$ cat src/rtl/vram_port_arbiter_if.sv
// vram_port_arbiter_if: bus bundle between the VRAM arbiter and its clients
//   vga_*  : scan-out fetch (strobe/addr in, data/valid out)
//   cpu_*  : CPU load/store handshake (req/we/addr/wdata in, ack/rdata out)
//   ram_*  : single-port VRAM (en/we/addr/wdata out, rdata in)
//   slave  : arbiter side; master: clients plus RAM model side
interface vram_port_arbiter_if #(
    parameter int ADDR_W = 9,
    parameter int DATA_W = 8
);
    logic              vga_strobe;
    logic [ADDR_W-1:0] vga_addr;
    logic [DATA_W-1:0] vga_data;
    logic              vga_valid;
    logic              cpu_req;
    logic              cpu_we;
    logic [ADDR_W-1:0] cpu_addr;
    logic [DATA_W-1:0] cpu_wdata;
    logic              cpu_ack;
    logic [DATA_W-1:0] cpu_rdata;
    logic              ram_en;
    logic              ram_we;
    logic [ADDR_W-1:0] ram_addr;
    logic [DATA_W-1:0] ram_wdata;
    logic [DATA_W-1:0] ram_rdata;
    modport slave (
        input  vga_strobe, vga_addr, cpu_req, cpu_we, cpu_addr, cpu_wdata, ram_rdata,
        output vga_data, vga_valid, cpu_ack, cpu_rdata, ram_en, ram_we, ram_addr, ram_wdata
    );
    modport master (
        output vga_strobe, vga_addr, cpu_req, cpu_we, cpu_addr, cpu_wdata, ram_rdata,
        input  vga_data, vga_valid, cpu_ack, cpu_rdata, ram_en, ram_we, ram_addr, ram_wdata
    );
endinterface

$ cat src/rtl/vram_port_arbiter.sv
// vram_port_arbiter: shares one 512x8 VRAM port between VGA fetch and CPU load/store
//   clk            : system clock
//   rst            : asynchronous reset, active-high
//   bus            : vram_port_arbiter_if.slave (vga_*, cpu_*, ram_* signals)
//   perf_clr_i     : clears conflict_cnt_o (only with VRAM_ARB_PERF_EN)
//   conflict_cnt_o : saturating count of CPU cycles blocked by VGA (only with VRAM_ARB_PERF_EN)
// VGA fetches always win the port. CPU writes are posted through a FIFO and
// drained in free cycles; CPU reads wait for the FIFO to drain first.
module vram_port_arbiter #(
    parameter int ADDR_W     = 9,
    parameter int DATA_W     = 8,
    parameter int FIFO_DEPTH = 4
) (
    input logic                  clk,
    input logic                  rst,
    vram_port_arbiter_if.slave   bus
`ifdef VRAM_ARB_PERF_EN
    ,
    input  logic                 perf_clr_i,
    output logic [15:0]          conflict_cnt_o
`endif
);
    localparam int PTR_W = $clog2(FIFO_DEPTH);
    localparam int CNT_W = PTR_W + 1;

    typedef enum logic [1:0] {IDLE, DRAIN, RD_ISSUE, RD_DATA} state_t;

    state_t             state_q, state_d;
    logic [ADDR_W-1:0]  fifo_addr_q [FIFO_DEPTH];
    logic [DATA_W-1:0]  fifo_data_q [FIFO_DEPTH];
    logic [PTR_W-1:0]   wr_ptr_q, rd_ptr_q;
    logic [CNT_W-1:0]   cnt_q;
    logic               ack_q, vga_pend_q, vga_valid_q;
    logic [DATA_W-1:0]  vga_data_q, rdata_q;
    logic               fifo_empty, fifo_full, push, pop, rd_slot, cpu_ack;

    assign fifo_empty = cnt_q == '0;
    assign fifo_full  = cnt_q == CNT_W'(FIFO_DEPTH);
    // Read data is forwarded straight from the RAM in RD_DATA so the ack lands 3 cycles after req.
    assign cpu_ack    = ack_q | (state_q == RD_DATA);
    assign rd_slot    = state_q == RD_ISSUE;
    assign push       = bus.cpu_req & bus.cpu_we & (state_q == IDLE) & ~fifo_full & ~cpu_ack;
    assign pop        = ~bus.vga_strobe & ~rd_slot & ~fifo_empty;

    assign bus.ram_en    = bus.vga_strobe | rd_slot | ~fifo_empty;
    assign bus.ram_we    = pop;
    assign bus.ram_addr  = bus.vga_strobe ? bus.vga_addr :
                           rd_slot        ? bus.cpu_addr :
                           ~fifo_empty    ? fifo_addr_q[rd_ptr_q] : '0;
    assign bus.ram_wdata = pop ? fifo_data_q[rd_ptr_q] : '0;

    assign bus.vga_data  = vga_data_q;
    assign bus.vga_valid = vga_valid_q;
    assign bus.cpu_ack   = cpu_ack;
    assign bus.cpu_rdata = (state_q == RD_DATA) ? bus.ram_rdata : rdata_q;

    always_comb begin
        state_d = state_q;
        case (state_q)
            IDLE:     state_d = (bus.cpu_req & ~bus.cpu_we & ~cpu_ack) ? DRAIN : IDLE;
            DRAIN:    state_d = fifo_empty ? RD_ISSUE : DRAIN;
            RD_ISSUE: state_d = bus.vga_strobe ? RD_ISSUE : RD_DATA;
            default:  state_d = IDLE;
        endcase
    end

    always_ff @(posedge clk or posedge rst) begin
        if (rst) begin
            state_q     <= IDLE;
            wr_ptr_q    <= '0;
            rd_ptr_q    <= '0;
            cnt_q       <= '0;
            ack_q       <= 1'b0;
            vga_pend_q  <= 1'b0;
            vga_valid_q <= 1'b0;
            vga_data_q  <= '0;
            rdata_q     <= '0;
        end else begin
            state_q     <= state_d;
            wr_ptr_q    <= wr_ptr_q + PTR_W'(push);
            rd_ptr_q    <= rd_ptr_q + PTR_W'(pop);
            cnt_q       <= cnt_q + CNT_W'(push) - CNT_W'(pop);
            ack_q       <= push;
            vga_pend_q  <= bus.vga_strobe;
            vga_valid_q <= vga_pend_q;
            if (vga_pend_q)
                vga_data_q <= bus.ram_rdata;
            if (state_q == RD_DATA)
                rdata_q <= bus.ram_rdata;
        end
    end

    // Storage needs no reset: occupancy and pointers define which entries are live.
    always_ff @(posedge clk) begin
        if (push) begin
            fifo_addr_q[wr_ptr_q] <= bus.cpu_addr;
            fifo_data_q[wr_ptr_q] <= bus.cpu_wdata;
        end
    end

`ifdef VRAM_ARB_PERF_EN
    logic [15:0] conflict_q;
    logic        blocked;

    assign blocked        = bus.vga_strobe & (rd_slot | ~fifo_empty);
    assign conflict_cnt_o = conflict_q;

    always_ff @(posedge clk or posedge rst) begin
        if (rst)
            conflict_q <= '0;
        else if (perf_clr_i)
            conflict_q <= '0;
        else if (blocked && conflict_q != 16'hFFFF)
            conflict_q <= conflict_q + 16'd1;
    end
`endif
endmodule
$ cat src/flat_wrapper.sv
// flat-port wrapper written by rule: the top's interface ports become plain ports
module vram_port_arbiter_flat 
#(
    parameter int ADDR_W     = 9,
    parameter int DATA_W     = 8,
    parameter int FIFO_DEPTH = 4
)
  (clk, rst, bus_vga_strobe, bus_vga_addr, bus_cpu_req, bus_cpu_we, bus_cpu_addr, bus_cpu_wdata, bus_ram_rdata, bus_vga_data, bus_vga_valid, bus_cpu_ack, bus_cpu_rdata, bus_ram_en, bus_ram_we, bus_ram_addr, bus_ram_wdata);
  vram_port_arbiter_if #(.ADDR_W(ADDR_W), .DATA_W(DATA_W)) bus_i ();
  input logic clk;
  input logic rst;
  input wire logic [$bits(bus_i.vga_strobe)-1:0] bus_vga_strobe;
  input wire logic [$bits(bus_i.vga_addr)-1:0] bus_vga_addr;
  input wire logic [$bits(bus_i.cpu_req)-1:0] bus_cpu_req;
  input wire logic [$bits(bus_i.cpu_we)-1:0] bus_cpu_we;
  input wire logic [$bits(bus_i.cpu_addr)-1:0] bus_cpu_addr;
  input wire logic [$bits(bus_i.cpu_wdata)-1:0] bus_cpu_wdata;
  input wire logic [$bits(bus_i.ram_rdata)-1:0] bus_ram_rdata;
  output wire logic [$bits(bus_i.vga_data)-1:0] bus_vga_data;
  output wire logic [$bits(bus_i.vga_valid)-1:0] bus_vga_valid;
  output wire logic [$bits(bus_i.cpu_ack)-1:0] bus_cpu_ack;
  output wire logic [$bits(bus_i.cpu_rdata)-1:0] bus_cpu_rdata;
  output wire logic [$bits(bus_i.ram_en)-1:0] bus_ram_en;
  output wire logic [$bits(bus_i.ram_we)-1:0] bus_ram_we;
  output wire logic [$bits(bus_i.ram_addr)-1:0] bus_ram_addr;
  output wire logic [$bits(bus_i.ram_wdata)-1:0] bus_ram_wdata;
  assign bus_i.vga_strobe = bus_vga_strobe;
  assign bus_i.vga_addr = bus_vga_addr;
  assign bus_i.cpu_req = bus_cpu_req;
  assign bus_i.cpu_we = bus_cpu_we;
  assign bus_i.cpu_addr = bus_cpu_addr;
  assign bus_i.cpu_wdata = bus_cpu_wdata;
  assign bus_i.ram_rdata = bus_ram_rdata;
  assign bus_vga_data = bus_i.vga_data;
  assign bus_vga_valid = bus_i.vga_valid;
  assign bus_cpu_ack = bus_i.cpu_ack;
  assign bus_cpu_rdata = bus_i.cpu_rdata;
  assign bus_ram_en = bus_i.ram_en;
  assign bus_ram_we = bus_i.ram_we;
  assign bus_ram_addr = bus_i.ram_addr;
  assign bus_ram_wdata = bus_i.ram_wdata;
  vram_port_arbiter #(.ADDR_W(ADDR_W), .DATA_W(DATA_W), .FIFO_DEPTH(FIFO_DEPTH)) u_core (.clk(clk), .rst(rst), .bus(bus_i));
endmodule
$ cat config.mk
export PLATFORM = sky130hd
export DESIGN_NAME = vram_port_arbiter_flat
export DESIGN_NICKNAME = d
export VERILOG_FILES = /design/src/rtl/vram_port_arbiter_if.sv /design/src/rtl/vram_port_arbiter.sv /design/src/flat_wrapper.sv
export SDC_FILE = /design/constraint.sdc
export NUM_CORES = 1
export LEC_CHECK = 0
export ABC_CLOCK_PERIOD_IN_PS = 3100
export BUFFER_PORTS_ARGS = -buffer_cell sky130_fd_sc_hd__buf_2
export CAP_MARGIN = 20
export CORE_ASPECT_RATIO = 0.9
export CORE_MARGIN = 3
export CORE_UTILIZATION = 49
export DETAILED_ROUTE_END_ITERATION = 10
export PLACE_DENSITY = 0.81
export SETUP_SLACK_MARGIN = 0.5
export SYNTH_ARGS = -nofsm -noshare
export SYNTH_HDL_FRONTEND = slang
export SYNTH_SLANG_ARGS = --single-unit
$ cat constraint.sdc
create_clock -name clk -period 3.1 [get_ports clk]
set_clock_uncertainty 0.2 [all_clocks]
set_input_delay 0.465 -clock clk [delete_from_list [all_inputs] [get_ports clk]]
set_output_delay 0.465 -clock clk [all_outputs]
set_load 0.02 [all_outputs]
==> impl_metrics.yaml <==
yosys:
  synthFlopType: "edfxtp_1"
  synth.largest_area_cell: "edfxtp_1"
  synth_top_family_by_area: "multiplexers"
  synth_fp_nets: 242
  synthXorXnorAreaFrac_pct: 1.14
  synth_seq_cells: 96
  async_flop_share_pct: 29.2
  synth_cells: 200
  synth_cell_types: 31
  yosysSeqAreaShare_pct: 71.3
  syn_area_per_cell_um2: 19.2
  synth_edf_count: 68
  synth_top_area_share_pct: 53.1
  synth_warnings: 0
  synth_most_common_cell: "edfxtp_1"
  synth_area_um2: 3850
  synthAdderAreaFrac_pct: 1.17
  synth_area_leaders: "edfxtp_1 53%, dfrtp_1 18%, mux4_2 7.0%"
  yosys.area_share.simple_pct: 6.50
  synth_top_cells_by_count: "68 x edfxtp_1, 28 x dfrtp_1, 17 x and2_1"
  synth.mux.area_fraction_pct: 15.1
  synth_compound_area_share_pct: 2.83
placement:
  dpl-instance-area_um2: 4360
  dpl.hpwl_um: 4520
  globalplace.congestion: 0.755
  numPortBuffers: 75
finish:
  finalNetCount: 336
  area_delta_synth_final_pct: 22.4
  regArea_um2: 2740
  antenna_cells: 0
  fin_area_um2: 4710
  drive_gt1_share_pct: 48.5
  multi_input_area_um2: 1050
  nFillCells: 547
timing:
  max-slew-margin-rel_pct: 66.8
  period_minus_slack_ps: 2600
  fin_setup_tns_ps: 0
  finalHoldViolations: 0
  finalMaxSlewViolations: 0
  fmax_mhz: 385
  worst_slew_pin_slew_ps: 497
  period_share_pct: 83.7
  grt_setup_unrepaired: "yes"
  setup_viol: 0
global_route:
  gr-usage-met1_pct: 21.3
  grt_first_pass_wirelength_um: 10900
  use_met2_pct: 25.3
  antenna_found_initial: 0
  overflow: 0
  grt_max_degree: 29
  track_usage_pct: 16.1
  grt-busiest-layer: "met2"
  grt_pass1_vias: 2120
  met3_usage_pct: 3.96
critical_path:
  path_class: "flip-flop to output pin"
  rr_startpoint: "u_core.state_q[1]"
  worstSetupEndpointType: "output pin"
  critPathLaunchType: "flip-flop"
  cp_max_fo: 7
  max_stage_delay_ps: 510
  path_cells: "buf_6 -> mux4_2 -> a221o_1 -> buf_6"
  crit_slowest_cell: "mux4_2"
  crit_buf_inv: 2
  required_ps: 2430
  rr_worst_depth: 8
  cp_num_cells: 4
  arrival_ps: 1930
  path_common_cell: "buf_6"
  crit_start: "u_core.rd_ptr_q[0]"
  critical_path.top_delay_family: "multiplexers"
floorplanning:
  floorplan.initialDensity_pct: 50.8
  fp.dieH_um: 90.1
  die_area_um2: 8960
  dieWidth_um: 99.4
  ios: 76
  fp-row-count: 30
  core-area_um2: 7580
clock_network:
  clock_sinks: 96
  path_clk_slew_ps: 100
  clockBufferDepth: 2
  cts_made_buffers: 9
  htree_levels: 3
  clkLatencyLatePin_ps: 360
  cts_root_buffer: "clkbuf_8"
  cts_tree: "built"
hold_path:
  hp-start: "bus_cpu_wdata[3]"
  min_path_cells: 1
  hp-class: "input port to flip-flop"
drt:
  dr.pass1.iters: 4
  routedWlPerCell_um: 17.4
  vias: 2085
  routed_wl_um: 6870
  antenna_left: 0
  vias_per_cell: 5.28
  route.detailed.drc: 0
  drtIter0Drc: 89
run_status:
  status: "finished clean"
flow_run:
  cap_violations: 0
power:
  p_leak_nw: 1.86
  peakVddDrop_v: 0.000389
  power_density_nw_per_um2: 835
-- routing by layer --
metal / vias up / share of wire (%) / wire (µm)
li1: 974 / - / -
met1: 1046 / 42 / 2910
met2: 56 / 51 / 3520
met3: 9 / 5.0 / 345
met4: 0 / 1.6 / 108
met5: - / 0 / 0
-- cell usage in the layout (no fill, tap or decap), types with 2 or more instances in the layout --
cell / instances
buf_2: 71
edfxtp_1: 68
dfrtp_1: 27
and2_1: 17
mux2_2: 16
mux4_2: 13
buf_4: 10
a221o_1: 9
clkbuf_8: 9
inv_1: 5
mux4_1: 4
buf_6: 4
nand2_1: 3
xnor2_1: 3
inv_6: 3
inv_8: 3
buf_12: 3
nand2b_1: 2
xor2_1: 2
o21ai_0: 2
nor2_1: 2
nor3b_2: 2
ha_1: 2
-- worst paths after layout --
path,slack [ps],endpoint
worst max-delay path,500,bus_ram_addr[5]
worst min-delay path,110,u_core.fifo_data_q[1][3]
worst max register to register,750,u_core.cnt_q[2]
worst min register to register,300,u_core.rdata_q[2]
max in group asynchronous,1950,u_core.bus.vga_data[0]
min in group asynchronous,350,u_core.bus.vga_data[4]
-- layout make-up --
class / instances / share of cell area, %
Clock inverter: 7 / 1.62
Sequential cell: 96 / 58.2
Multi-Input combinational cell: 91 / 22.3
Timing Repair Buffer: 90 / 12.2
Tap cell: 96 / 2.55
Inverter: 6 / 0.531
Clock buffer: 9 / 2.63
-- sequential cells by signal (all words and copies together) (netlist names) --
| signal | flops |
|---|---|
| u_core.fifo_addr_q | 36 |
| u_core.vga_pend_q | 1 |
| u_core.bus.vga_data | 8 |
| u_core.ack_q | 1 |
| u_core.state_q | 2 |
| u_core.bus.vga_valid | 1 |
| u_core.rdata_q | 8 |
| u_core.rd_ptr_q | 2 |
| u_core.fifo_data_q | 32 |
| u_core.wr_ptr_q | 2 |
| u_core.cnt_q | 3 |
-- report_power, final --
| part | leakage, nW | switching [W] | total (W) | internal (W) |
|---|---|---|---|---|
| logic | 0.813 | 0.000689 | 0.00141 | 0.000721 |
| registers | 0.944 | 0.000145 | 0.00172 | 0.00158 |
| clock network | 0.103 | 0.000481 | 0.000805 | 0.000324 |
-- stage by stage --
stage	setup slack [ps]	hold WS, ps	cells	power (W)	util (%)
after floorplan	183	152	200	0.00266	-
final	505	107	395	0.00394	62.1
after detailed placement	606	281	371	0.00302	57.5
after CTS	460	88.0	387	0.00383	60.3
after global routing	415	88.6	395	0.00414	62.1
after global placement	646	274	371	0.00299	57.5
-- what timing repair did --
item	4_1_cts	5_1_grt
resized for setup	4	11
cloned	0	0
hold buffers	0	1
pin swaps	0	2
hold endpoints to repair	0	3
setup endpoints to repair	14	18
buffers inserted	0	6
-- kinds of logic after synthesis --
logic type               after synthesis
AND/OR/NAND/NOR                       38
AO/OA/AOI/OAI                         12
flip-flops                            96
buffers and inverters                 13
multiplexers                          33
adder cells (fa/ha/maj)                3
XOR/XNOR                               5
Power figures use the tool's default switching activity.
